===== config.mk =====
export PLATFORM = sky130hd
export DESIGN_NAME = s32x_video_mixer_flat
export DESIGN_NICKNAME = d
export VERILOG_FILES = /design/src/rtl/s32x_video_mixer_pkg.sv /design/src/rtl/s32x_video_mixer_if.sv /design/src/rtl/s32x_video_mixer_mixdly.sv /design/src/rtl/s32x_video_mixer.sv /design/src/flat_wrapper.sv
export SDC_FILE = /design/constraint.sdc
export NUM_CORES = 1
export LEC_CHECK = 0
export BUFFER_PORTS_ARGS = -buffer_cell sky130_fd_sc_hd__clkbuf_2
export CAP_MARGIN = 25
export CORE_MARGIN = 8
export CORE_UTILIZATION = 45
export CTS_BUF_LIST = sky130_fd_sc_hd__clkbuf_8
export DETAILED_ROUTE_END_ITERATION = 10
export GPL_TIMING_DRIVEN = 0
export PLACE_DENSITY_LB_ADDON = 0.25
export SYNTH_ARGS = -nofsm -noshare
export SYNTH_HDL_FRONTEND = slang
export SYNTH_SLANG_ARGS = --single-unit

===== constraint.sdc =====
create_clock -name CLK -period 5.04 [get_ports CLK]
set_clock_uncertainty 0.15 [all_clocks]
set_input_delay 1.008 -clock CLK [delete_from_list [all_inputs] [get_ports CLK]]
set_output_delay 1.008 -clock CLK [all_outputs]
set_load 0.05 [all_outputs]

===== src/rtl/s32x_video_mixer_pkg.sv =====
// s32x_video_mixer_pkg: shared MD pixel word type, delay limit and colour expansion helpers
package s32x_video_mixer_pkg;
  localparam int MIX_DELAY_MAX = 7;
  typedef struct packed {
    logic [3:0] r;
    logic [3:0] g;
    logic [3:0] b;
    logic       hbl;
    logic       vbl;
    logic       hs_n;
    logic       vs_n;
  } MD_PIX_t;
  localparam MD_PIX_t MD_BLANK = '{r: 4'h0, g: 4'h0, b: 4'h0, hbl: 1'b1, vbl: 1'b1, hs_n: 1'b1, vs_n: 1'b1};
  function automatic logic [7:0] EXP5_8(input logic [4:0] c);
    return {c, c[4:2]};
  endfunction
  function automatic logic [7:0] EXP4_8(input logic [3:0] c);
    return {c, c};
  endfunction
endpackage


===== src/rtl/s32x_video_mixer_if.sv =====
// s32x_video_mixer_if: dot enable, config, MD/32X pixel inputs and mixed video outputs
interface s32x_video_mixer_if;
  logic       DOT_CE;
  logic       EN32X;
  logic [2:0] MD_DELAY;
  logic [3:0] MD_R, MD_G, MD_B;
  logic       MD_HBL, MD_VBL, MD_HS_N, MD_VS_N;
  logic [4:0] X_R, X_G, X_B;
  logic       X_YSO_N;
  logic [7:0] R, G, B;
  logic       HS_N, VS_N, HBLANK, VBLANK, LOCKED;
  modport master (
    output DOT_CE, EN32X, MD_DELAY, MD_R, MD_G, MD_B, MD_HBL, MD_VBL, MD_HS_N, MD_VS_N,
           X_R, X_G, X_B, X_YSO_N,
    input  R, G, B, HS_N, VS_N, HBLANK, VBLANK, LOCKED
  );
  modport slave (
    input  DOT_CE, EN32X, MD_DELAY, MD_R, MD_G, MD_B, MD_HBL, MD_VBL, MD_HS_N, MD_VS_N,
           X_R, X_G, X_B, X_YSO_N,
    output R, G, B, HS_N, VS_N, HBLANK, VBLANK, LOCKED
  );
endinterface


===== src/rtl/s32x_video_mixer_mixdly.sv =====
// s32x_video_mixer_mixdly: circular MD delay RAM, read-before-write, delay 0 bypasses to the input
module s32x_video_mixer_mixdly
  import s32x_video_mixer_pkg::*;
#(
  parameter int DEPTH = MIX_DELAY_MAX + 1,
  localparam int AW = $clog2(DEPTH)
) (
  input  logic          CLK,
  input  logic          RST_N,
  input  logic          i_ce,
  input  logic [AW-1:0] i_delay,
  input  MD_PIX_t       i_pix,
  output MD_PIX_t       o_pix
);
  MD_PIX_t       r_mem [DEPTH];
  logic [AW-1:0] r_wp;
  logic [AW-1:0] w_rp;
  assign w_rp  = r_wp - i_delay;
  assign o_pix = (i_delay == '0) ? i_pix : r_mem[w_rp];
  always_ff @(posedge CLK or negedge RST_N)
    if (!RST_N) begin
      r_wp <= '0;
      for (int i = 0; i < DEPTH; i++) r_mem[i] <= MD_BLANK;
    end else if (i_ce) begin
      r_mem[r_wp] <= i_pix;
      r_wp        <= r_wp + 1'b1;
    end
endmodule


===== src/rtl/s32x_video_mixer.sv =====
// s32x_video_mixer: aligns MD and 32X dot streams, selects per pixel and tracks 32X frame lock
module s32x_video_mixer
  import s32x_video_mixer_pkg::*;
#(
  parameter int MAX_DELAY = MIX_DELAY_MAX
) (
  input logic CLK,
  input logic RST_N,
  s32x_video_mixer_if.slave vif
);
  localparam int AW = $clog2(MAX_DELAY + 1);
  MD_PIX_t     w_md_in, w_md_dly, r_s1_md;
  logic [4:0]  r_s1_xr, r_s1_xg, r_s1_xb;
  logic        r_s1_yso;
  logic [23:0] r_rgb, w_rgb;
  logic        r_hs_n, r_vs_n, r_hbl, r_vbl;
  logic [1:0]  r_fc, w_fc_nxt;
  logic        r_tog, w_tog_nxt, r_locked;
  logic        w_blank, w_sel, w_tog_any, w_fall;
  assign w_md_in = {vif.MD_R, vif.MD_G, vif.MD_B, vif.MD_HBL, vif.MD_VBL, vif.MD_HS_N, vif.MD_VS_N};
  s32x_video_mixer_mixdly #(.DEPTH(MAX_DELAY + 1)) u_mixdly (
    .CLK     (CLK),
    .RST_N   (RST_N),
    .i_ce    (vif.DOT_CE),
    .i_delay (AW'(vif.MD_DELAY)),
    .i_pix   (w_md_in),
    .o_pix   (w_md_dly)
  );
  assign w_blank = r_s1_md.hbl | r_s1_md.vbl;
  assign w_sel   = vif.EN32X & ~r_s1_yso & ~w_blank;
  assign w_rgb   = w_blank ? 24'h0 :
                   w_sel   ? {EXP5_8(r_s1_xr), EXP5_8(r_s1_xg), EXP5_8(r_s1_xb)} :
                             {EXP4_8(r_s1_md.r), EXP4_8(r_s1_md.g), EXP4_8(r_s1_md.b)};
  // a YSO_N change on the falling-edge dot still belongs to the frame that is ending
  assign w_tog_any = r_tog | (vif.DOT_CE & (vif.X_YSO_N != r_s1_yso));
  assign w_fall    = vif.DOT_CE & r_s1_md.vs_n & ~w_md_dly.vs_n;
  assign w_fc_nxt  = !vif.EN32X ? 2'd0 :
                     !w_fall    ? r_fc :
                     !w_tog_any ? 2'd0 :
                     (r_fc == 2'd2) ? 2'd2 : r_fc + 2'd1;
  assign w_tog_nxt = vif.EN32X & ~w_fall & w_tog_any;
  always_ff @(posedge CLK or negedge RST_N)
    if (!RST_N) begin
      r_s1_md  <= MD_BLANK;
      r_s1_xr  <= '0;
      r_s1_xg  <= '0;
      r_s1_xb  <= '0;
      r_s1_yso <= 1'b1;
      r_rgb    <= '0;
      r_hs_n   <= 1'b1;
      r_vs_n   <= 1'b1;
      r_hbl    <= 1'b1;
      r_vbl    <= 1'b1;
    end else if (vif.DOT_CE) begin
      r_s1_md  <= w_md_dly;
      r_s1_xr  <= vif.X_R;
      r_s1_xg  <= vif.X_G;
      r_s1_xb  <= vif.X_B;
      r_s1_yso <= vif.X_YSO_N;
      r_rgb    <= w_rgb;
      r_hs_n   <= r_s1_md.hs_n;
      r_vs_n   <= r_s1_md.vs_n;
      r_hbl    <= r_s1_md.hbl;
      r_vbl    <= r_s1_md.vbl;
    end
  // lock state runs every CLK so that EN32X=0 clears it without waiting for a dot
  always_ff @(posedge CLK or negedge RST_N)
    if (!RST_N) begin
      r_fc     <= '0;
      r_tog    <= 1'b0;
      r_locked <= 1'b0;
    end else begin
      r_fc     <= w_fc_nxt;
      r_tog    <= w_tog_nxt;
      r_locked <= (w_fc_nxt == 2'd2);
    end
  assign vif.R      = r_rgb[23:16];
  assign vif.G      = r_rgb[15:8];
  assign vif.B      = r_rgb[7:0];
  assign vif.HS_N   = r_hs_n;
  assign vif.VS_N   = r_vs_n;
  assign vif.HBLANK = r_hbl;
  assign vif.VBLANK = r_vbl;
  assign vif.LOCKED = r_locked;
endmodule


===== src/flat_wrapper.sv =====
// flat-port wrapper written by rule: the top's interface ports become plain ports
module s32x_video_mixer_flat import s32x_video_mixer_pkg::*;
#(
  parameter int MAX_DELAY = MIX_DELAY_MAX
)
  (CLK, RST_N, vif_DOT_CE, vif_EN32X, vif_MD_DELAY, vif_MD_R, vif_MD_G, vif_MD_B, vif_MD_HBL, vif_MD_VBL, vif_MD_HS_N, vif_MD_VS_N, vif_X_R, vif_X_G, vif_X_B, vif_X_YSO_N, vif_R, vif_G, vif_B, vif_HS_N, vif_VS_N, vif_HBLANK, vif_VBLANK, vif_LOCKED);
  s32x_video_mixer_if vif_i ();
  input logic CLK;
  input logic RST_N;
  input wire logic [$bits(vif_i.DOT_CE)-1:0] vif_DOT_CE;
  input wire logic [$bits(vif_i.EN32X)-1:0] vif_EN32X;
  input wire logic [$bits(vif_i.MD_DELAY)-1:0] vif_MD_DELAY;
  input wire logic [$bits(vif_i.MD_R)-1:0] vif_MD_R;
  input wire logic [$bits(vif_i.MD_G)-1:0] vif_MD_G;
  input wire logic [$bits(vif_i.MD_B)-1:0] vif_MD_B;
  input wire logic [$bits(vif_i.MD_HBL)-1:0] vif_MD_HBL;
  input wire logic [$bits(vif_i.MD_VBL)-1:0] vif_MD_VBL;
  input wire logic [$bits(vif_i.MD_HS_N)-1:0] vif_MD_HS_N;
  input wire logic [$bits(vif_i.MD_VS_N)-1:0] vif_MD_VS_N;
  input wire logic [$bits(vif_i.X_R)-1:0] vif_X_R;
  input wire logic [$bits(vif_i.X_G)-1:0] vif_X_G;
  input wire logic [$bits(vif_i.X_B)-1:0] vif_X_B;
  input wire logic [$bits(vif_i.X_YSO_N)-1:0] vif_X_YSO_N;
  output wire logic [$bits(vif_i.R)-1:0] vif_R;
  output wire logic [$bits(vif_i.G)-1:0] vif_G;
  output wire logic [$bits(vif_i.B)-1:0] vif_B;
  output wire logic [$bits(vif_i.HS_N)-1:0] vif_HS_N;
  output wire logic [$bits(vif_i.VS_N)-1:0] vif_VS_N;
  output wire logic [$bits(vif_i.HBLANK)-1:0] vif_HBLANK;
  output wire logic [$bits(vif_i.VBLANK)-1:0] vif_VBLANK;
  output wire logic [$bits(vif_i.LOCKED)-1:0] vif_LOCKED;
  assign vif_i.DOT_CE = vif_DOT_CE;
  assign vif_i.EN32X = vif_EN32X;
  assign vif_i.MD_DELAY = vif_MD_DELAY;
  assign vif_i.MD_R = vif_MD_R;
  assign vif_i.MD_G = vif_MD_G;
  assign vif_i.MD_B = vif_MD_B;
  assign vif_i.MD_HBL = vif_MD_HBL;
  assign vif_i.MD_VBL = vif_MD_VBL;
  assign vif_i.MD_HS_N = vif_MD_HS_N;
  assign vif_i.MD_VS_N = vif_MD_VS_N;
  assign vif_i.X_R = vif_X_R;
  assign vif_i.X_G = vif_X_G;
  assign vif_i.X_B = vif_X_B;
  assign vif_i.X_YSO_N = vif_X_YSO_N;
  assign vif_R = vif_i.R;
  assign vif_G = vif_i.G;
  assign vif_B = vif_i.B;
  assign vif_HS_N = vif_i.HS_N;
  assign vif_VS_N = vif_i.VS_N;
  assign vif_HBLANK = vif_i.HBLANK;
  assign vif_VBLANK = vif_i.VBLANK;
  assign vif_LOCKED = vif_i.LOCKED;
  s32x_video_mixer #(.MAX_DELAY(MAX_DELAY)) u_core (.CLK(CLK), .RST_N(RST_N), .vif(vif_i));
endmodule

==> metrics, run 1 <==
Die X=165.0 um; Detailed Place HPWL=20,010 um; internal power=4.419 mW; maximum VDD drop=0.2044 mV; Antenna Cells=0; final hold vios=0; routability cong.=0.9071; Final Instance Area=11,110 sq um; post-route insts no fill=1,291; switching power=3.291 mW; DR iter-0 viols=565; initial antenna violation count=0; synth top area cells=dfrtp_1, mux2_2, dfstp_2; reg-to-reg slack, setup=1.40 ns; minimum clock period=3.636 ns; Slew @ Worst Pin=0.9117 ns; DP Area=10,710 sq um; vias in the first global route=7,536; GRT Overall Usage=0.2008; ys async rst share=1.000; Vias=7,454; Synth Register Bits=195; CTS max path bufs=2; combinational fraction of design power=0.482; share of cells above drive strength 1=0.3452; synthesized area per cell=10.96 sq um; Max Cap Viol=0; max-slew violation count=0; postcts setup bufs=0; WHS Path Cells=2; arrival time worst endpoint=3.87 ns; final net count=1,041; grt ovf=0; CTS Buf Count=17; Bufs and invs on worst path=4; CP Capture Point=u_core.r_s1_md[6]; Seq pwr share=0.382; most common cell in the netlist=mux2_2; CTS root buffer=clkbuf_8; first-pass GRT wire length=42,520 um; DRC violations left=0; Post-synth top cells=mux2_2, dfrtp_1, nand2_1; synthesis-to-layout area growth=11.17%; I/O pin cnt=68; biggest fanout along the worst timing path=10; Period Utilization, post-route=0.7214; share of the synthesized area in the top cell type=0.3855; crit path launch=u_core.u_mixdly.r_wp[0]; post-synth top area cell=dfrtp_1; CP top delay family=buffers and inverters; PortBufs=65; top_reg_cell synth=dfrtp_1; CP peak stage delay=0.54 ns; register area share after synthesis=0.4933; TritonCTS Sinks=195; Starting Density=0.4580; hold crit path type=reg -> reg; RSZ-0062 raised after global routing=no; vias per cell=5.774; Clock Power Share=0.136; CP endpoint kind=flop; CTS clk-pin slew, worst paths=0.11 ns; Cell Rows=54; CTS tree=done; Final ANT Viol Nets=0; DR WL/cell=20.45 um; Net Count, Synth=955; critical path launch point type=flop; switching share of power=0.4268; Chip Height=165.0 um; fmax=275.0 MHz; Setup Crit Path Kind=reg -> reg; WP depth=11; Max-slew headroom=0.3875; pwr dens=693.9 nW/um^2; status=finished, final reports clean; synthesized area=9996 sq um; placed cell count=1,259; WL final=26,410 um; clk_lat worst skew=0.48 ns; hold slack=0.3432 ns; FF-to-FF Start=u_core.u_mixdly.r_wp[0]; die footprint=27,240 sq um; largest net degree at the start of global routing=100; Fin Setup TNS=0 ns; final setup fails=0; core area=21,820 sq um; RR Endpoint=u_core.r_s1_md[6]; Post-CTS Hold Fix Bufs=0; Worst path most repeated cell=inv_1; first-pass iteration count of the detailed router=7; Resize count post-CTS=0; Cells after Synth=912; number of flops mapped to enable cells by yosys=0; Synth cell types=43; leakage power total=4.586 nW; crit path cell chain=inv_1 > ha_1 > inv_1 > fa_1 > xnor2_4 > buf_2 > buf_1 > nand2_1 > a31oi_1 > o22ai_1 > o31ai_1; H-tree depth=4; CP max-delay cell=buf_1; Synthesis Warnings=0; Worst Path Required=5.28 ns; reg2reg path depth=11
-- through the flow --
| stage | power, mW | util | setup slack (ns) |
|---|---|---|---|
| global placement | 6.537 | 0.4890 | -0.8981 |
| CTS | 7.690 | 0.5092 | 1.462 |
| floorplan | 5.587 | - | 1.710 |
| detailed placement | 6.642 | 0.4909 | 1.032 |
| global route | 8.219 | 0.5092 | 1.270 |
| finish | 7.710 | 0.5092 | 1.404 |
-- per-layer routing --
| layer | GRT usage | part of all wire |
|---|---|---|
| met2 | 0.3150 | 0.46 |
| met5 | 0 | 0 |
| met4 | 0.06511 | 0.017 |
| met1 | 0.2754 | 0.46 |
| met3 | 0.03789 | 0.054 |
-- worst min-delay path by stage --
stage / startpoint / end / slack (ns)
4_1_cts: u_core.vif.VS_N / u_core.vif.VS_N / 0.35
6_report: u_core.vif.VS_N / u_core.vif.VS_N / 0.34
5_1_grt: u_core.vif.VS_N / u_core.vif.VS_N / 0.37
2_1_floorplan: u_core.r_s1_xb[0] / u_core.r_s1_xb[0] / 0.33
3_5_place_dp: u_core.vif.VS_N / u_core.vif.VS_N / 0.33
3_3_place_gp: u_core.vif.VS_N / u_core.vif.VS_N / 0.32
-- kinds of logic after synthesis --
group | share of synthesized area
buf+inv | 0.04907
flops | 0.4933
fa+ha+maj | 0.005758
compound gates | 0.1153
simple gates | 0.1359
mux | 0.1921
xor+xnor | 0.008513
-- layout by cell type (no fill, tap or decap), drive strengths merged, types with 15 or more instances in the layout --
cell type,count
dfstp,41
nor3,50
clkbuf,124
nand2,73
nor2,32
nand3,16
o31ai,15
o22ai,54
nor2b,30
or4,30
a211oi,15
buf,35
mux2,163
o221ai,15
dfrtp,154
a31oi,31
inv,39
a21oi,40
or3,19
-- state kept, by name, summed over array words and instances (netlist names), 2 cells and up --
name	flops
u_core.r_s1_xg	5
u_core.r_s1_xr	5
u_core.r_rgb	24
u_core.r_s1_xb	5
u_core.r_fc	2
u_core.u_mixdly.r_mem	128
u_core.r_s1_md	16
u_core.u_mixdly.r_wp	3
-- worst reg2reg max path: stages, from the launching register on --
cell	delay [ns]
dfrtp_1	0.51
inv_1	0.17
ha_1	0.16
inv_1	0.05
fa_1	0.53
xnor2_4	0.30
buf_2	0.34
buf_1	0.54
nand2_1	0.15
a31oi_1	0.19
o22ai_1	0.18
o31ai_1	0.26
-- power by group through the flow --
stage,Clock (mW),Sequential [mW],Combinational [mW]
floorplan,0,3.11,2.48
global placement,0,2.93,3.60
detailed placement,0,2.96,3.68
CTS,1.07,2.93,3.69
global route,1.14,3.05,4.03
finish,1.05,2.94,3.72
-- layout make-up --
| type | count | area [sq um] |
|---|---|---|
| Clock buffer | 18 | 247.7 |
| Fill cell | 2003 | 10710 |
| Buffer | 74 | 374.1 |
| Timing Repair Buffer | 67 | 366.6 |
| Tap cell | 280 | 350.3 |
| Multi-Input combinational cell | 612 | 4574 |
| Sequential cell | 195 | 4931 |
| Clock inverter | 14 | 151.4 |
| Inverter | 31 | 116.4 |
Power figures use the tool's default switching activity.
==> inputs of run 2 (changes only) <==
clock period = 3.7 ns   (was 5.04 ns; I/O delays follow)
==> run 2 against run 1 <==
Against the previous run: combinational power increased by 36%; routed wire length about the same; cell area about the same; critical path depth unchanged; register-to-register slack got worse by 1.2 ns; worst setup slack got worse by 1.2 ns; via count about the same.
==> metrics, run 2 (synthesis results as in run 1) <==
status=finished, final reports clean; biggest regs=u_core.u_mixdly.r_mem: 128 flops, u_core.r_rgb: 24 flops, u_core.r_s1_md: 16 flops; RR Endpoint=u_core.r_s1_md[8]; CTS root buffer=clkbuf_8; final hold vios=0 (unchanged); biggest fanout along the worst timing path=10 (unchanged); CP max-delay cell=fa_1; Max Cap Viol=0 (unchanged); first-pass iteration count of the detailed router=5 (-2); WL final=26,420 um (about the same); final setup fails=0 (unchanged); core area=21,820 sq um (unchanged); clk_lat worst skew=0.48 ns (about the same); Worst Path Required=3.93 ns (-1.35 ns); RSZ-0062 raised after global routing=no; Max-slew headroom=0.3875 (unchanged); Biggest register=u_core.u_mixdly.r_mem; CTS Buf Count=17 (unchanged); Final ANT Viol Nets=0 (unchanged); minimum clock period=3.525 ns (-0.1108 ns); Setup Crit Path Kind=reg -> reg; DR WL met2=12,290 um (+0.13%); register area=4931 sq um (unchanged); CP peak stage delay=0.53 ns (about the same); Die X=165.0 um (unchanged); max-slew violation count=0 (unchanged); CTS clk-pin slew, worst paths=0.11 ns (about the same); Final Instance Area=11,110 sq um (about the same); pwr dens=945.4 nW/um^2 (+36%); area of the multi-input gates=4574 sq um (unchanged); grt ovf=0 (unchanged); CP endpoint kind=flop; Antenna Cells=0 (unchanged); crit path cell chain=inv_1 > ha_1 > inv_1 > fa_1 > xnor2_4 > buf_2 > buf_1 > nand2_1 > a31oi_1 > o22ai_1 > o31ai_2; Chip Height=165.0 um (unchanged); synthesis-to-layout area growth=11.18% (about the same); most common cell after layout, fill and taps aside=mux2_2; arrival time worst endpoint=3.75 ns (-0.12 ns); Starting Density=0.4580 (unchanged); maximum VDD drop=0.2783 mV (+36%); most frequent cells in the layout=mux2_2, dfrtp_1, nand2_1; first-pass GRT wire length=42,520 um (unchanged); Largest register FFs=128 (unchanged); PortBufs=65 (unchanged); Filler cells=2,004 (+0.050%); I/O pin cnt=68 (unchanged); hold slack=0.1526 ns (-0.1906 ns); Post-CTS Hold Fix Bufs=0 (unchanged); Cell Rows=54 (unchanged); fmax=283.7 MHz (+3.1%); vias in the first global route=7,536 (unchanged); max layer used=met4; Period Utilization, post-route=0.9527 (+0.2313); postcts setup bufs=0 (unchanged); routability cong.=0.9071 (unchanged); critical path launch point type=flop; share of cells above drive strength 1=0.3462 (+0.0009891); reg2reg path depth=11 (unchanged); GRT Overall Usage=0.2008 (unchanged); DR iter-0 viols=569 (+0.71%); hold crit path type=in -> async; fin util=0.5092 (about the same); WL met3=1423 um (+0.21%); largest net degree at the start of global routing=100 (unchanged); DRC violations left=0 (unchanged); DRT met1 WL=12,250 um (about the same); final net count=1,041 (unchanged); CTS tree=done; TritonCTS Sinks=195 (unchanged); Vias=7,455 (+0.013%); initial antenna violation count=0 (unchanged); CTS max path bufs=2 (unchanged); DP Area=10,710 sq um (unchanged); Slew @ Worst Pin=0.9117 ns (unchanged); reg-to-reg slack, setup=0.17 ns (-1.23 ns); Worst path most repeated cell=inv_1; leakage power total=4.589 nW (about the same); DR WL/cell=20.46 um (about the same); H-tree depth=4 (unchanged); vias per cell=5.775 (about the same); die footprint=27,240 sq um (unchanged); Detailed Place HPWL=20,010 um (unchanged); FF-to-FF Start=u_core.u_mixdly.r_wp[0]
[run 2: worst max-delay path by stage]
stage | to | depth (start not counted) | from | slack, ns
after detailed placement | u_core.r_s1_md[6] | 11 | vif_MD_DELAY[0] | -0.04
after global routing | u_core.r_s1_md[3] | 11 | u_core.u_mixdly.r_wp[0] | 0.009
after CTS | u_core.r_s1_md[6] | 11 | u_core.u_mixdly.r_wp[0] | 0.12
final | u_core.r_s1_md[8] | 11 | u_core.u_mixdly.r_wp[0] | 0.17
after global placement | u_core.u_mixdly.r_mem[56] | 1 | RST_N | -1.97
after floorplan | u_core.r_fc[0] | 10 | vif_MD_DELAY[0] | 0.64
[run 2: layer usage]
metal / track usage / up-vias
met3: 0.03789 / 32
met4: 0.06511 / 0
met5: 0 / -
met1: 0.2754 / 3699
met2: 0.3150 / 212
li1: - / 3512
[run 2: through the flow]
stage               setup WS, ns  instances  setup TNS, ns  power (mW)
CTS                       0.1217       1291              0       10.48
finish                    0.1749       1291              0       10.51
floorplan                 0.6382        912              0       7.610
global route            0.009357       1291              0       11.20
detailed placement      -0.04035       1259       -0.05244       9.048
global placement          -1.970       1257        -326.82       8.904
[run 2: final cells by class]
cell class | instances | share of cell area
inverter | 31 | 0.01047
multi-input combinational | 612 | 0.4116
timing repair buffer | 67 | 0.03299
clock buffer | 18 | 0.02229
tap | 280 | 0.03152
buffer | 74 | 0.03378
sequential | 195 | 0.4437
clock inverter | 14 | 0.01362
[run 2: repair_timing]
item	CTS	global route
gates resized for setup	0	1
setup endpoints to repair	0	4
endpoints found under the hold margin	0	0
[run 2: worst max-delay path, delay by kind of cell, from the launching register on]
| kind | cells | cell delay [ns] |
|---|---|---|
| flops | 1 | 0.51 |
| fa+ha+maj | 2 | 0.69 |
| compound gates | 3 | 0.67 |
| xor+xnor | 1 | 0.30 |
| simple gates | 1 | 0.11 |
| buf+inv | 4 | 1.00 |
[run 2: power breakdown]
group	switching, mW	internal [mW]
Clock	0.798	0.630
Sequential	0.743	3.27
Combinational	2.95	2.12
==> inputs of run 3 (changes only) <==
BUFFER_PORTS_ARGS = unset   (was -buffer_cell sky130_fd_sc_hd__clkbuf_2)
CORE_MARGIN = unset   (was 8)
DONT_BUFFER_PORTS = 1   (was unset)
clock period = 4.55 ns   (was 3.7 ns; I/O delays follow)
==> run 3 against run 2 <==
Against the previous run: maximum frequency decreased by 0.70%; utilization decreased by 1.6 points; worst setup slack gained 0.83 ns; critical path depth unchanged; combinational power shrank 30%; cell count shrank 5.0%; die area decreased by 16%; global-route usage increased by 3.5 points; largest cell class unchanged.
==> metrics, run 3 (synthesis results as in run 1) <==
first-pass GRT wire length=40,730 um (-4.2%); Detailed Place HPWL=18,930 um (-5.4%); largest net degree at the start of global routing=196 (+96%); status=finished, final reports clean; Resize count post-CTS=0 (unchanged); H-tree depth=4 (unchanged); Max-slew headroom=0.3626 (-0.02494); reg2reg path depth=11 (unchanged); vias per cell=5.932 (+2.7%); Seq pwr share=0.439 (+0.057); CP top delay family=buffers and inverters; minimum clock period=3.550 ns (+0.02482 ns); core area=21,820 sq um (unchanged); met3 usage in global routing=0.03524 (-0.002645); Vias=7,278 (-2.4%); Bufs and invs on worst path=4 (unchanged); CP peak stage delay=0.54 ns (about the same); final setup fails=0 (unchanged); Biggest register=u_core.u_mixdly.r_mem; Fin Setup TNS=0 ns (unchanged); Max Cap Viol=0 (unchanged); routability cong.=0.8724 (-3.8%); Largest register FFs=128 (unchanged); synthesis-to-layout area growth=7.761%; Final ANT Viol Nets=0 (unchanged); CTS max path bufs=2 (unchanged); final net count=977 (-6.1%); most common cell after layout, fill and taps aside=mux2_2; PortBufs=0 (-100%); WP depth=11 (unchanged); internal power=4.808 mW (-20%); CTS tree=done; Filler cells=2,000 (-0.20%); maximum VDD drop=0.2658 mV (-4.5%); grt ovf=0 (unchanged); combinational fraction of design power=0.426 (-0.056); CP endpoint kind=flop; Setup Crit Path Kind=reg -> reg; GRT Overall Usage=0.2362 (+0.03539); first-pass iteration count of the detailed router=5 (unchanged); total power=8.317 mW (-21%); Die X=151.0 um (-8.5%); crit path cell chain=inv_1 > ha_1 > inv_1 > fa_1 > xnor2_4 > buf_2 > buf_1 > nand2_1 > a31oi_1 > o22ai_1 > o31ai_2; TritonCTS Sinks=195 (unchanged); Setup WS post-layout=1.000 ns (+0.8252 ns); Chip Height=151.0 um (-8.5%); fin util=0.4936 (-0.01565); max-slew violation count=0 (unchanged); die footprint=22,810 sq um (-16%); CP max-delay cell=buf_1; hold slack=0.1231 ns (-0.02949 ns); Worst path most repeated cell=inv_1; fmax=281.7 MHz (-0.70%); GR met1 Demand/Resource=0.3237 (+0.04834); Starting Density=0.4580 (unchanged); Worst Path Required=4.79 ns (+0.86 ns); critical path launch point type=flop; hold crit path type=in -> async; postcts setup bufs=0 (unchanged); biggest regs=u_core.u_mixdly.r_mem: 128 flops, u_core.r_rgb: 24 flops, u_core.r_s1_md: 16 flops; area of the multi-input gates=4574 sq um (unchanged); Slew @ Worst Pin=0.9488 ns (+0.03713 ns); RSZ-0062 raised after global routing=no; CTS clk-pin slew, worst paths=0.09 ns (-0.02 ns); leakage power total=4.299 nW (-6.3%); share of cells above drive strength 1=0.2967 (-0.04947); Antenna Cells=0 (unchanged); initial antenna violation count=0 (unchanged); Clock Power Share=0.134 (-0.002); most frequent cells in the layout=mux2_2, dfrtp_1, nand2_1; Cell Rows=54 (unchanged); clk_lat worst skew=0.48 ns (about the same); Post-Place Setup Slack=0.8164 ns (+0.8567 ns); WL final=25,780 um (-2.4%); DR iter-0 viols=608 (+6.9%); switching power=3.509 mW (-22%); CTS root buffer=clkbuf_8; GR Util met2=0.3764 (+0.06135); DRC violations left=0 (unchanged); biggest fanout along the worst timing path=10 (unchanged); Period Utilization, post-route=0.7802 (-0.1725); layer with the highest usage=met2; switching share of power=0.4219 (-0.005008); DR WL/cell=21.01 um (+2.7%); reg-to-reg slack, setup=1.00 ns (+0.83 ns); arrival time worst endpoint=3.79 ns (+0.04 ns); register area=4931 sq um (unchanged); vias in the first global route=7,167 (-4.9%); pwr dens=772.1 nW/um^2 (-18%); CTS Buf Count=17 (unchanged); final hold vios=0 (unchanged); I/O pin cnt=68 (unchanged)
## run 3: cell types whose count changed in the layout (fill, tap and decap cells not counted)
cell / change
buf_1: +1
clkbuf_2: -65
clkinv_2: +2
clkinv_4: -2
clkinvlp_4: +3
dlygate4sd3_1: +1
inv_1: +3
inv_4: -2
inv_6: -5
## run 3: final timing paths
path	startpoint	to
setup / recovery	u_core.u_mixdly.r_wp[0]	u_core.r_s1_md[4]
hold / removal	RST_N	u_core.vif.HBLANK
setup reg to reg	u_core.u_mixdly.r_wp[0]	u_core.r_s1_md[4]
hold reg to reg	u_core.r_s1_xr[1]	u_core.r_s1_xr[1]
max in group asynchronous	RST_N	u_core.u_mixdly.r_mem[72]
min in group CLK	u_core.r_s1_xr[1]	u_core.r_s1_xr[1]
## run 3: worst reg2reg max path: stages, from the launching register on
cell and delay, ns:
dfrtp_1 0.50, inv_1 0.16, ha_1 0.15, inv_1 0.05
fa_1 0.52, xnor2_4 0.29, buf_2 0.33, buf_1 0.54
nand2_1 0.13, a31oi_1 0.22, o22ai_1 0.20, o31ai_2 0.22
## run 3: power by group through the flow
| stage | logic [mW] | registers [mW] | clock network [mW] |
|---|---|---|---|
| after detailed placement | 3.48 | 3.68 | 0 |
| after CTS | 3.48 | 3.65 | 1.14 |
| after floorplan | 2.74 | 3.45 | 0 |
| final | 3.54 | 3.65 | 1.12 |
| after global routing | 3.86 | 3.78 | 1.20 |
| after global placement | 3.41 | 3.66 | 0 |
## run 3: final cells by class
| cell class | count | share of cell area |
|---|---|---|
| inverter | 31 | 0.01080 |
| tap | 280 | 0.03252 |
| sequential | 195 | 0.4578 |
| clock inverter | 13 | 0.01127 |
| buffer | 74 | 0.03473 |
| clock buffer | 19 | 0.02428 |
| multi-input combinational | 612 | 0.4247 |
| timing repair buffer | 3 | 0.003949 |
## run 3: metal layers
metal / wire, um / vias to the layer above
met5: 0 / -
met4: 555 / 0
met1: 11770 / 3584
met2: 11910 / 256
li1: - / 3388
met3: 1541 / 50
## run 3: metrics by stage
step | area, sq um | cells
after floorplan | 9996 | 912
after global placement | 10350 | 1192
after detailed placement | 10350 | 1193
after CTS | 10730 | 1225
after global routing | 10770 | 1227
final | 10770 | 1227
